File: config.mk
export PLATFORM = sky130hd
export DESIGN_NAME = mem_loader_flat
export DESIGN_NICKNAME = d
export VERILOG_FILES = /design/src/rtl/mem_loader_pkg.sv /design/src/rtl/mem_loader_if.sv /design/src/rtl/mem_loader_reg_arstn_en.sv /design/src/rtl/mem_loader.sv /design/src/flat_wrapper.sv
export SDC_FILE = /design/constraint.sdc
export NUM_CORES = 1
export LEC_CHECK = 0
export ABC_CLOCK_PERIOD_IN_PS = 4280
export BUFFER_PORTS_ARGS = -buffer_cell sky130_fd_sc_hd__buf_2
export CAP_MARGIN = 5
export CELL_PAD_IN_SITES_DETAIL_PLACEMENT = 1
export CELL_PAD_IN_SITES_GLOBAL_PLACEMENT = 1
export CORE_ASPECT_RATIO = 1.75
export CORE_UTILIZATION = 40
export CTS_CLUSTER_SIZE = 8
export DETAILED_ROUTE_END_ITERATION = 8
export GPL_TIMING_DRIVEN = 0
export HOLD_SLACK_MARGIN = 0.12
export PLACE_DENSITY = 0.88
export SYNTH_ARGS = -nofsm -noshare
export SYNTH_HDL_FRONTEND = slang
export SYNTH_SLANG_ARGS = --single-unit
File: constraint.sdc
create_clock -name clk -period 4.28 [get_ports clk]
set_input_delay 0.642 -clock clk [delete_from_list [all_inputs] [get_ports clk]]
set_output_delay 0.642 -clock clk [all_outputs]
set_load 0.005 [all_outputs]
File: src/rtl/mem_loader_pkg.sv
// Shared types and constants for the memory loader: state encoding,
// address strides and the helpers used to skip empty phases and form
// byte addresses.
package mem_loader_pkg;

    localparam int IMEM_STRIDE = 4;
    localparam int DMEM_STRIDE = 8;

    typedef enum logic [2:0] {
        ST_IDLE  = 3'd0,
        ST_LD_I  = 3'd1,
        ST_LD_D  = 3'd2,
        ST_RUN   = 3'd3,
        ST_DP_RD = 3'd4,
        ST_DP_WT = 3'd5,
        ST_DONE  = 3'd6
    } state_t;

    // Starting from phase s, step over every phase whose count is zero so that
    // an empty phase is never actually occupied.
    function automatic state_t skip_empty(input state_t s,
                                          input logic   imem_zero,
                                          input logic   dmem_zero,
                                          input logic   run_zero,
                                          input logic   dump_zero);
        state_t n;
        n = s;
        if (n == ST_LD_I  && imem_zero) n = ST_LD_D;
        if (n == ST_LD_D  && dmem_zero) n = ST_RUN;
        if (n == ST_RUN   && run_zero)  n = ST_DP_RD;
        if (n == ST_DP_RD && dump_zero) n = ST_DONE;
        return n;
    endfunction

    // Word index (already zero-extended) to byte address.
    function automatic logic [63:0] byte_addr(input logic [63:0] idx,
                                              input int          stride);
        return idx * 64'(stride);
    endfunction

endpackage

File: src/rtl/mem_loader_if.sv
// Load stream, dump stream and the two external memory ports of the cpu,
// bundled so the loader and its host see one connection.
interface mem_loader_if;

    logic        s_valid;
    logic        s_ready;
    logic [63:0] s_data;

    logic        m_valid;
    logic        m_ready;
    logic [63:0] m_data;

    logic [63:0] addr_ext;
    logic        wen_ext;
    logic        ren_ext;
    logic [31:0] wdata_ext;

    logic [63:0] addr_ext_2;
    logic        wen_ext_2;
    logic        ren_ext_2;
    logic [63:0] wdata_ext_2;
    logic [63:0] rdata_ext_2;

    modport master (
        input  s_valid, s_data, m_ready, rdata_ext_2,
        output s_ready, m_valid, m_data,
        output addr_ext, wen_ext, ren_ext, wdata_ext,
        output addr_ext_2, wen_ext_2, ren_ext_2, wdata_ext_2
    );

    modport slave (
        output s_valid, s_data, m_ready, rdata_ext_2,
        input  s_ready, m_valid, m_data,
        input  addr_ext, wen_ext, ren_ext, wdata_ext,
        input  addr_ext_2, wen_ext_2, ren_ext_2, wdata_ext_2
    );

endinterface

File: src/rtl/mem_loader_reg_arstn_en.sv
// Generic register with asynchronous active-low clear and load enable.
module reg_arstn_en #(
    parameter int W = 1
) (
    input  logic         clk,
    input  logic         arst_n,
    input  logic         en,
    input  logic [W-1:0] d,
    output logic [W-1:0] q
);

    // Clear on reset, otherwise load d whenever enabled.
    always_ff @(posedge clk or negedge arst_n) begin
        if (!arst_n) q <= '0;
        else if (en) q <= d;
    end

endmodule

File: src/rtl/mem_loader.sv
// Host-side initiator for the cpu external memory ports: loads imem and dmem
// from a stream, runs the core for a fixed number of cycles, then streams
// dmem back out. All memory-side outputs are registered, so each strobe
// appears one cycle after the state that requested it; this keeps cpu_enable
// clear of the trailing write of the last load beat and of the dump reads.
module mem_loader
    import mem_loader_pkg::*;
#(
    parameter int CNT_W = 16,
    parameter int RUN_W = 32
) (
    input  logic             clk,
    input  logic             arst_n,
    input  logic             start,
    input  logic [CNT_W-1:0] imem_words,
    input  logic [CNT_W-1:0] dmem_words,
    input  logic [RUN_W-1:0] run_cycles,
    input  logic [CNT_W-1:0] dump_words,
    output logic             cpu_enable,
    output logic             busy,
    output logic             done,
    mem_loader_if.master     bus
);

    state_t           state_q, state_d;
    logic [CNT_W-1:0] idx_q, idx_d;
    logic [CNT_W-1:0] imem_cnt_q, imem_cnt_d, dmem_cnt_q, dmem_cnt_d, dump_cnt_q, dump_cnt_d;
    logic [RUN_W-1:0] run_len_q, run_len_d, run_cnt_q, run_cnt_d;

    logic s_ready, start_acc, accept, last_i, last_d, last_run, dump_hs, last_dump;
    logic wen_ext_d, wen_ext_2_d, ren_ext_2_d, cpu_enable_d, rd_pend_d, m_valid_d;
    logic wen_ext_q, wen_ext_2_q, ren_ext_2_q, cpu_enable_q, rd_pend_q, m_valid_q;
    logic [5:0]  ctrl_d, ctrl_q;
    logic        imem_wr_en, dmem_addr_en, dmem_wr_en;
    logic [63:0] addr_ext_d, addr_ext_q, addr_ext_2_d, addr_ext_2_q;
    logic [31:0] wdata_ext_q;
    logic [63:0] wdata_ext_2_q, m_data_q;

    assign start_acc = start && (state_q == ST_IDLE || state_q == ST_DONE);
    assign accept    = bus.s_valid && s_ready;
    assign last_i    = (state_q == ST_LD_I) && accept && (idx_q == imem_cnt_q - CNT_W'(1));
    assign last_d    = (state_q == ST_LD_D) && accept && (idx_q == dmem_cnt_q - CNT_W'(1));
    assign last_run  = (state_q == ST_RUN) && (run_cnt_q == run_len_q - RUN_W'(1));
    assign dump_hs   = (state_q == ST_DP_WT) && m_valid_q && bus.m_ready;
    assign last_dump = dump_hs && (idx_q == dump_cnt_q - CNT_W'(1));

    // State register.
    always_ff @(posedge clk or negedge arst_n) begin
        if (!arst_n) state_q <= ST_IDLE;
        else         state_q <= state_d;
    end

    // Next-state: advance phase on its last event, skipping empty phases.
    always_comb begin
        state_d = state_q;
        case (state_q)
            ST_IDLE, ST_DONE:
                if (start) state_d = skip_empty(ST_LD_I, imem_words == '0, dmem_words == '0,
                                                run_cycles == '0, dump_words == '0);
            ST_LD_I:
                if (last_i) state_d = skip_empty(ST_LD_D, 1'b0, dmem_cnt_q == '0,
                                                 run_len_q == '0, dump_cnt_q == '0);
            ST_LD_D:
                if (last_d) state_d = skip_empty(ST_RUN, 1'b0, 1'b0,
                                                 run_len_q == '0, dump_cnt_q == '0);
            ST_RUN:
                if (last_run) state_d = skip_empty(ST_DP_RD, 1'b0, 1'b0, 1'b0, dump_cnt_q == '0);
            ST_DP_RD:
                state_d = ST_DP_WT;
            ST_DP_WT:
                if (dump_hs) state_d = last_dump ? ST_DONE : ST_DP_RD;
            default:
                state_d = ST_IDLE;
        endcase
    end

    // Counts latched on start, word index and run cycle counter.
    always_comb begin
        idx_d      = idx_q;
        imem_cnt_d = imem_cnt_q;
        dmem_cnt_d = dmem_cnt_q;
        dump_cnt_d = dump_cnt_q;
        run_len_d  = run_len_q;
        run_cnt_d  = run_cnt_q;
        if (start_acc) begin
            imem_cnt_d = imem_words;
            dmem_cnt_d = dmem_words;
            dump_cnt_d = dump_words;
            run_len_d  = run_cycles;
            run_cnt_d  = '0;
            idx_d      = '0;
        end else if (accept) begin
            idx_d = (last_i || last_d) ? '0 : idx_q + CNT_W'(1);
        end else if (state_q == ST_RUN) begin
            run_cnt_d = run_cnt_q + RUN_W'(1);
        end else if (dump_hs) begin
            idx_d = idx_q + CNT_W'(1);
        end
    end

    // Datapath registers that are not outputs.
    always_ff @(posedge clk or negedge arst_n) begin
        if (!arst_n) begin
            idx_q      <= '0;
            imem_cnt_q <= '0;
            dmem_cnt_q <= '0;
            dump_cnt_q <= '0;
            run_len_q  <= '0;
            run_cnt_q  <= '0;
        end else begin
            idx_q      <= idx_d;
            imem_cnt_q <= imem_cnt_d;
            dmem_cnt_q <= dmem_cnt_d;
            dump_cnt_q <= dump_cnt_d;
            run_len_q  <= run_len_d;
            run_cnt_q  <= run_cnt_d;
        end
    end

    // Outputs: status decode plus next values of the registered strobes.
    always_comb begin
        s_ready      = (state_q == ST_LD_I) || (state_q == ST_LD_D);
        busy         = !(state_q == ST_IDLE || state_q == ST_DONE);
        done         = (state_q == ST_DONE);
        wen_ext_d    = accept && (state_q == ST_LD_I);
        wen_ext_2_d  = accept && (state_q == ST_LD_D);
        ren_ext_2_d  = (state_q == ST_DP_RD);
        cpu_enable_d = (state_q == ST_RUN);
        rd_pend_d    = ren_ext_2_q;
        m_valid_d    = m_valid_q;
        if (rd_pend_q)                      m_valid_d = 1'b1;
        else if (m_valid_q && bus.m_ready)  m_valid_d = 1'b0;
        imem_wr_en   = wen_ext_d;
        dmem_wr_en   = wen_ext_2_d;
        dmem_addr_en = wen_ext_2_d || ren_ext_2_d;
        addr_ext_d   = byte_addr(64'(idx_q), IMEM_STRIDE);
        addr_ext_2_d = byte_addr(64'(idx_q), DMEM_STRIDE);
    end

    assign ctrl_d = {wen_ext_d, wen_ext_2_d, ren_ext_2_d, cpu_enable_d, rd_pend_d, m_valid_d};
    assign {wen_ext_q, wen_ext_2_q, ren_ext_2_q, cpu_enable_q, rd_pend_q, m_valid_q} = ctrl_q;

    reg_arstn_en #(.W(6))  u_ctrl   (.clk(clk), .arst_n(arst_n), .en(1'b1),
                                     .d(ctrl_d), .q(ctrl_q));
    reg_arstn_en #(.W(64)) u_iaddr  (.clk(clk), .arst_n(arst_n), .en(imem_wr_en),
                                     .d(addr_ext_d), .q(addr_ext_q));
    reg_arstn_en #(.W(32)) u_iwdata (.clk(clk), .arst_n(arst_n), .en(imem_wr_en),
                                     .d(bus.s_data[31:0]), .q(wdata_ext_q));
    reg_arstn_en #(.W(64)) u_daddr  (.clk(clk), .arst_n(arst_n), .en(dmem_addr_en),
                                     .d(addr_ext_2_d), .q(addr_ext_2_q));
    reg_arstn_en #(.W(64)) u_dwdata (.clk(clk), .arst_n(arst_n), .en(dmem_wr_en),
                                     .d(bus.s_data), .q(wdata_ext_2_q));
    reg_arstn_en #(.W(64)) u_mdata  (.clk(clk), .arst_n(arst_n), .en(rd_pend_q),
                                     .d(bus.rdata_ext_2), .q(m_data_q));

    assign bus.s_ready     = s_ready;
    assign bus.m_valid     = m_valid_q;
    assign bus.m_data      = m_data_q;
    assign bus.addr_ext    = addr_ext_q;
    assign bus.wen_ext     = wen_ext_q;
    assign bus.ren_ext     = 1'b0;
    assign bus.wdata_ext   = wdata_ext_q;
    assign bus.addr_ext_2  = addr_ext_2_q;
    assign bus.wen_ext_2   = wen_ext_2_q;
    assign bus.ren_ext_2   = ren_ext_2_q;
    assign bus.wdata_ext_2 = wdata_ext_2_q;
    assign cpu_enable      = cpu_enable_q;

endmodule
File: src/flat_wrapper.sv
// flat-port wrapper written by rule: the top's interface ports become plain ports
module mem_loader_flat import mem_loader_pkg::*;
#(
    parameter int CNT_W = 16,
    parameter int RUN_W = 32
)
  (clk, arst_n, start, imem_words, dmem_words, run_cycles, dump_words, cpu_enable, busy, done, bus_s_valid, bus_s_data, bus_m_ready, bus_rdata_ext_2, bus_s_ready, bus_m_valid, bus_m_data, bus_addr_ext, bus_wen_ext, bus_ren_ext, bus_wdata_ext, bus_addr_ext_2, bus_wen_ext_2, bus_ren_ext_2, bus_wdata_ext_2);
  mem_loader_if bus_i ();
  input  logic clk;
  input  logic arst_n;
  input  logic start;
  input  logic [CNT_W-1:0] imem_words;
  input  logic [CNT_W-1:0] dmem_words;
  input  logic [RUN_W-1:0] run_cycles;
  input  logic [CNT_W-1:0] dump_words;
  output logic cpu_enable;
  output logic busy;
  output logic done;
  input wire logic [$bits(bus_i.s_valid)-1:0] bus_s_valid;
  input wire logic [$bits(bus_i.s_data)-1:0] bus_s_data;
  input wire logic [$bits(bus_i.m_ready)-1:0] bus_m_ready;
  input wire logic [$bits(bus_i.rdata_ext_2)-1:0] bus_rdata_ext_2;
  output wire logic [$bits(bus_i.s_ready)-1:0] bus_s_ready;
  output wire logic [$bits(bus_i.m_valid)-1:0] bus_m_valid;
  output wire logic [$bits(bus_i.m_data)-1:0] bus_m_data;
  output wire logic [$bits(bus_i.addr_ext)-1:0] bus_addr_ext;
  output wire logic [$bits(bus_i.wen_ext)-1:0] bus_wen_ext;
  output wire logic [$bits(bus_i.ren_ext)-1:0] bus_ren_ext;
  output wire logic [$bits(bus_i.wdata_ext)-1:0] bus_wdata_ext;
  output wire logic [$bits(bus_i.addr_ext_2)-1:0] bus_addr_ext_2;
  output wire logic [$bits(bus_i.wen_ext_2)-1:0] bus_wen_ext_2;
  output wire logic [$bits(bus_i.ren_ext_2)-1:0] bus_ren_ext_2;
  output wire logic [$bits(bus_i.wdata_ext_2)-1:0] bus_wdata_ext_2;
  assign bus_i.s_valid = bus_s_valid;
  assign bus_i.s_data = bus_s_data;
  assign bus_i.m_ready = bus_m_ready;
  assign bus_i.rdata_ext_2 = bus_rdata_ext_2;
  assign bus_s_ready = bus_i.s_ready;
  assign bus_m_valid = bus_i.m_valid;
  assign bus_m_data = bus_i.m_data;
  assign bus_addr_ext = bus_i.addr_ext;
  assign bus_wen_ext = bus_i.wen_ext;
  assign bus_ren_ext = bus_i.ren_ext;
  assign bus_wdata_ext = bus_i.wdata_ext;
  assign bus_addr_ext_2 = bus_i.addr_ext_2;
  assign bus_wen_ext_2 = bus_i.wen_ext_2;
  assign bus_ren_ext_2 = bus_i.ren_ext_2;
  assign bus_wdata_ext_2 = bus_i.wdata_ext_2;
  mem_loader #(.CNT_W(CNT_W), .RUN_W(RUN_W)) u_core (.clk(clk), .arst_n(arst_n), .start(start), .imem_words(imem_words), .dmem_words(dmem_words), .run_cycles(run_cycles), .dump_words(dump_words), .cpu_enable(cpu_enable), .busy(busy), .done(done), .bus(bus_i));
endmodule
==> flow_summary.yaml <==
yosys:
  synth_compound_area_share_pct: 5.36
  synth_xor_area_share_pct: 7.04
  synth_edf_count: 0
  most_used_standard_cell_by_instance_count_after_synthesis: "sky130_fd_sc_hd__dfrtp_1"
  ys_seq_area_share_pct: 49.7
  post_synth_main_area_contributors: "sky130_fd_sc_hd__dfrtp_1 (50%), sky130_fd_sc_hd__mux2_2 (18%), sky130_fd_sc_hd__buf_4 (4.4%)"
  synthArstFlopShare_pct: 100
  synth_top_family_by_area: "multiplexers"
  post_synth_fa_ha_maj_area_fraction_pct: 0.605
  post_synth_inst_count: 1443
  yosys_register_bits: 329
  synth_common_cells: "sky130_fd_sc_hd__dfrtp_1 (329), sky130_fd_sc_hd__mux2_2 (264), sky130_fd_sc_hd__buf_4 (97)"
  synthFlopType: "sky130_fd_sc_hd__dfrtp_1"
  synthDistinctLibCells: 66
  yosys_warnings: 0
  synth_largest_type_area_fraction_pct: 49.7
  netlist_area_sq_um: 16500
  synth_area_per_cell_sq_um: 11.5
  synthMuxAreaShare_pct: 18.3
  synth-simple-area-share_pct: 12.4
  largest_area_contributor_in_the_synthesized_netlist: "sky130_fd_sc_hd__dfrtp_1"
min_path:
  type_of_the_most_critical_hold_path: "in -> reg"
  holdPathEnd: "u_core.u_dwdata.q[51]"
  hold_depth: 2
  startpoint_of_the_tightest_hold_check_path: "bus_s_data[51]"
setup_path:
  critPathMaxFanout: 8
  worst_flop_to_flop_path_startpoint: "u_core.run_len_q[5]"
  reg2reg_setup_slack_ps: 270
  ff2ff_path_depth: 9
  timing.rr.end: "u_core.state_q[1]"
  worstPathBufferInverterCount: 0
  path_depth: 9
  crit_path_end_kind: "flop"
  timing.critical_path.slowest_stage_cell: "sky130_fd_sc_hd__nor4_1"
  cp_data_arrival_time_ps: 4440
  cp_data_required_time_ps: 4710
  timing.critical_path.max_delay_family: "simple AND/OR/NAND/NOR gates"
  crit_path_start: "u_core.run_len_q[5]"
  crit_path_max_incr_delay_ps: 970
  cp-start-kind: "flop"
  criticalPathCategory: "reg -> reg"
  critical_path.cell_chain: "nor4_1, nand3_1, nor3_1, o21ai_0, a211oi_1, nand4_1, o21ai_1, nand3b_1, mux2_2"
grt:
  gr-usage-all-layers_pct: 27.8
  grt_pass1_vias: 15400
  grt_pass1_wl_mm: 89.4
  number_of_antenna_violations_at_the_first_check_in_global_routing: 13
  maximum_number_of_pins_on_one_net_before_global_route_repair: 124
  grt_total_ovfl: 0
sta:
  hold_viol_final: 0
  final.setup.worst_slack_ps: 267
  timing_worst_slew_pin_value_ps: 1260
  finClkSkew_ps: 39.9
  timing.fmax_ghz: 0.249
  setup_viol: 0
  rsz0062_at_grt: "no"
  final_slew_violations: 0
  period_share_pct: 93.8
  fin_setup_tns_ps: 0
  finalCriticalPeriod_ps: 4010
  relSlewSlack_pct: 15.6
clock_network:
  cts_max_level: 2
  buffer_depth_of_the_longest_clock_path: 3
  root_buffer: "sky130_fd_sc_hd__clkbuf_16"
  clock_insertion_delay_worst_skew_ps: 580
  cts_inserted_buffers: 47
  clk_transition_reported_paths_ps: 50
  postCtsSetupBuffers: 0
  tritoncts: "built"
  cts.sinks: 329
drt:
  routedLengthMet1_mm: 19.1
  drt_first_pass_iters: 5
  topRoutingLayerUsed: "met5"
  total_detailed_routing_wirelength_mm: 58.3
  route.antenna.remaining_nets: 0
  post-route-drc-count: 0
  post_drt_via_cell_ratio: 5.35
  detailroute.via_count: 13700
  wl_per_cell_um: 22.8
  detailroute.wirelength.met3_mm: 3.96
  detailroute.wirelength.met2_mm: 31.5
  drt_iter0_markers: 467
floorplan:
  core.rowCount: 98
  die-height_um: 271
  die_w_um: 156
  core-area_sq_um: 40800
  design.portCount: 510
  dieArea_sq_um: 42200
  effective_utilization_at_floorplan_pct: 40.5
final_layout:
  nNetsFinal: 2224
  area_growth_syn_to_layout_pct: 27.1
  drive_above_1_share_pct: 42.2
placed_design:
  dp_hpwl_mm: 44.4
  dp_worst_setup_slack_ps: 309
  gp_congestion: 0.890
  placement.io_buffers: 412
run_status:
  run_status: "complete, no violations"
pwr:
  irDropWorstVdd_mv: 0.369
  leakagePower_nw: 10.4
  cellPowerDensity_nw_per_um2: 425
run:
  max_cap_viol_count: 0
==> cells in the final DEF, fill, tap and decap left out, types with 13 or more instances in the layout <==
cell	instances
sky130_fd_sc_hd__a21o_1	17
sky130_fd_sc_hd__a21oi_1	31
sky130_fd_sc_hd__a31oi_1	13
sky130_fd_sc_hd__and3_1	22
sky130_fd_sc_hd__buf_2	412
sky130_fd_sc_hd__buf_4	97
sky130_fd_sc_hd__clkbuf_1	56
sky130_fd_sc_hd__clkbuf_16	47
sky130_fd_sc_hd__conb_1	97
sky130_fd_sc_hd__dfrtp_1	329
sky130_fd_sc_hd__inv_1	19
sky130_fd_sc_hd__mux2_2	264
sky130_fd_sc_hd__nand2_1	61
sky130_fd_sc_hd__nand3_1	35
sky130_fd_sc_hd__nand4_1	18
sky130_fd_sc_hd__nor2_1	79
sky130_fd_sc_hd__nor3_1	37
sky130_fd_sc_hd__nor4_1	39
sky130_fd_sc_hd__o21ai_0	43
sky130_fd_sc_hd__xnor2_1	80
sky130_fd_sc_hd__xor2_1	53
==> metal layers <==
metal / vias up / track usage, %
li1: 6029 / -
met1: 6895 / 26.7
met2: 586 / 52.2
met3: 207 / 6.81
met4: 4 / 16.7
met5: - / 0
==> area by class of cell <==
cell class,count,area [sq um]
diodes,8,20.0
plain buffers,163,1010
clock buffers,48,1180
clock inverters,4,85.1
fillers,4560,19800
inverters,20,75.1
multi-input cells,1027,7600
flip-flops and latches,329,8230
well taps,550,688
repair buffers,415,2140
==> what timing repair did <==
| item | CTS | global route |
|---|---|---|
| hold buffers | 1 | 0 |
| resized for setup | 0 | 1 |
| endpoints found under the setup margin | 0 | 1 |
| endpoints found under the hold margin | 6 | 0 |
==> state kept, by name, indices dropped and copies added (netlist names), 32 cells and up <==
name               flops
u_core.u_iwdata.q     32
u_core.run_cnt_q      32
u_core.run_len_q      32
u_core.u_mdata.q      64
u_core.u_dwdata.q     64
==> worst max path at each step <==
stage,end
after floorplan,u_core.idx_q[11]
after global placement,u_core.u_mdata.q[55]
after detailed placement,u_core.state_q[1]
after CTS,u_core.state_q[1]
after global routing,u_core.state_q[1]
final,u_core.state_q[1]
==> cells by family (layout without fill, tap and decap cells) <==
group,Yosys count,in the layout
multiplexers,269,269
XOR/XNOR,133,133
flip-flops,329,329
other,1,105
AND/OR/NAND/NOR,377,377
adder cells (fa/ha/maj),8,8
AO/OA/AOI/OAI,143,143
buffers and inverters,183,650
==> report_power, final <==
part	internal (mW)	switching, mW
Sequential	3.52	0.230
Clock	1.95	1.41
Combinational	0.910	0.920
==> per-stage QoR <==
stage | power [mW] | utilization [%] | area, sq um | hold slack [ps] | std cells
floorplan | 4.69 | - | 16900 | 346 | 1539
global placement | 5.49 | 48.1 | 19700 | 424 | 2501
detailed placement | 5.63 | 48.3 | 19700 | 423 | 2503
CTS | 9.03 | 51.4 | 21000 | 276 | 2556
global route | 9.31 | 51.5 | 21000 | 288 | 2564
finish | 8.95 | 51.5 | 21000 | 294 | 2564
No activity file was read; power rests on OpenSTA's default activity.
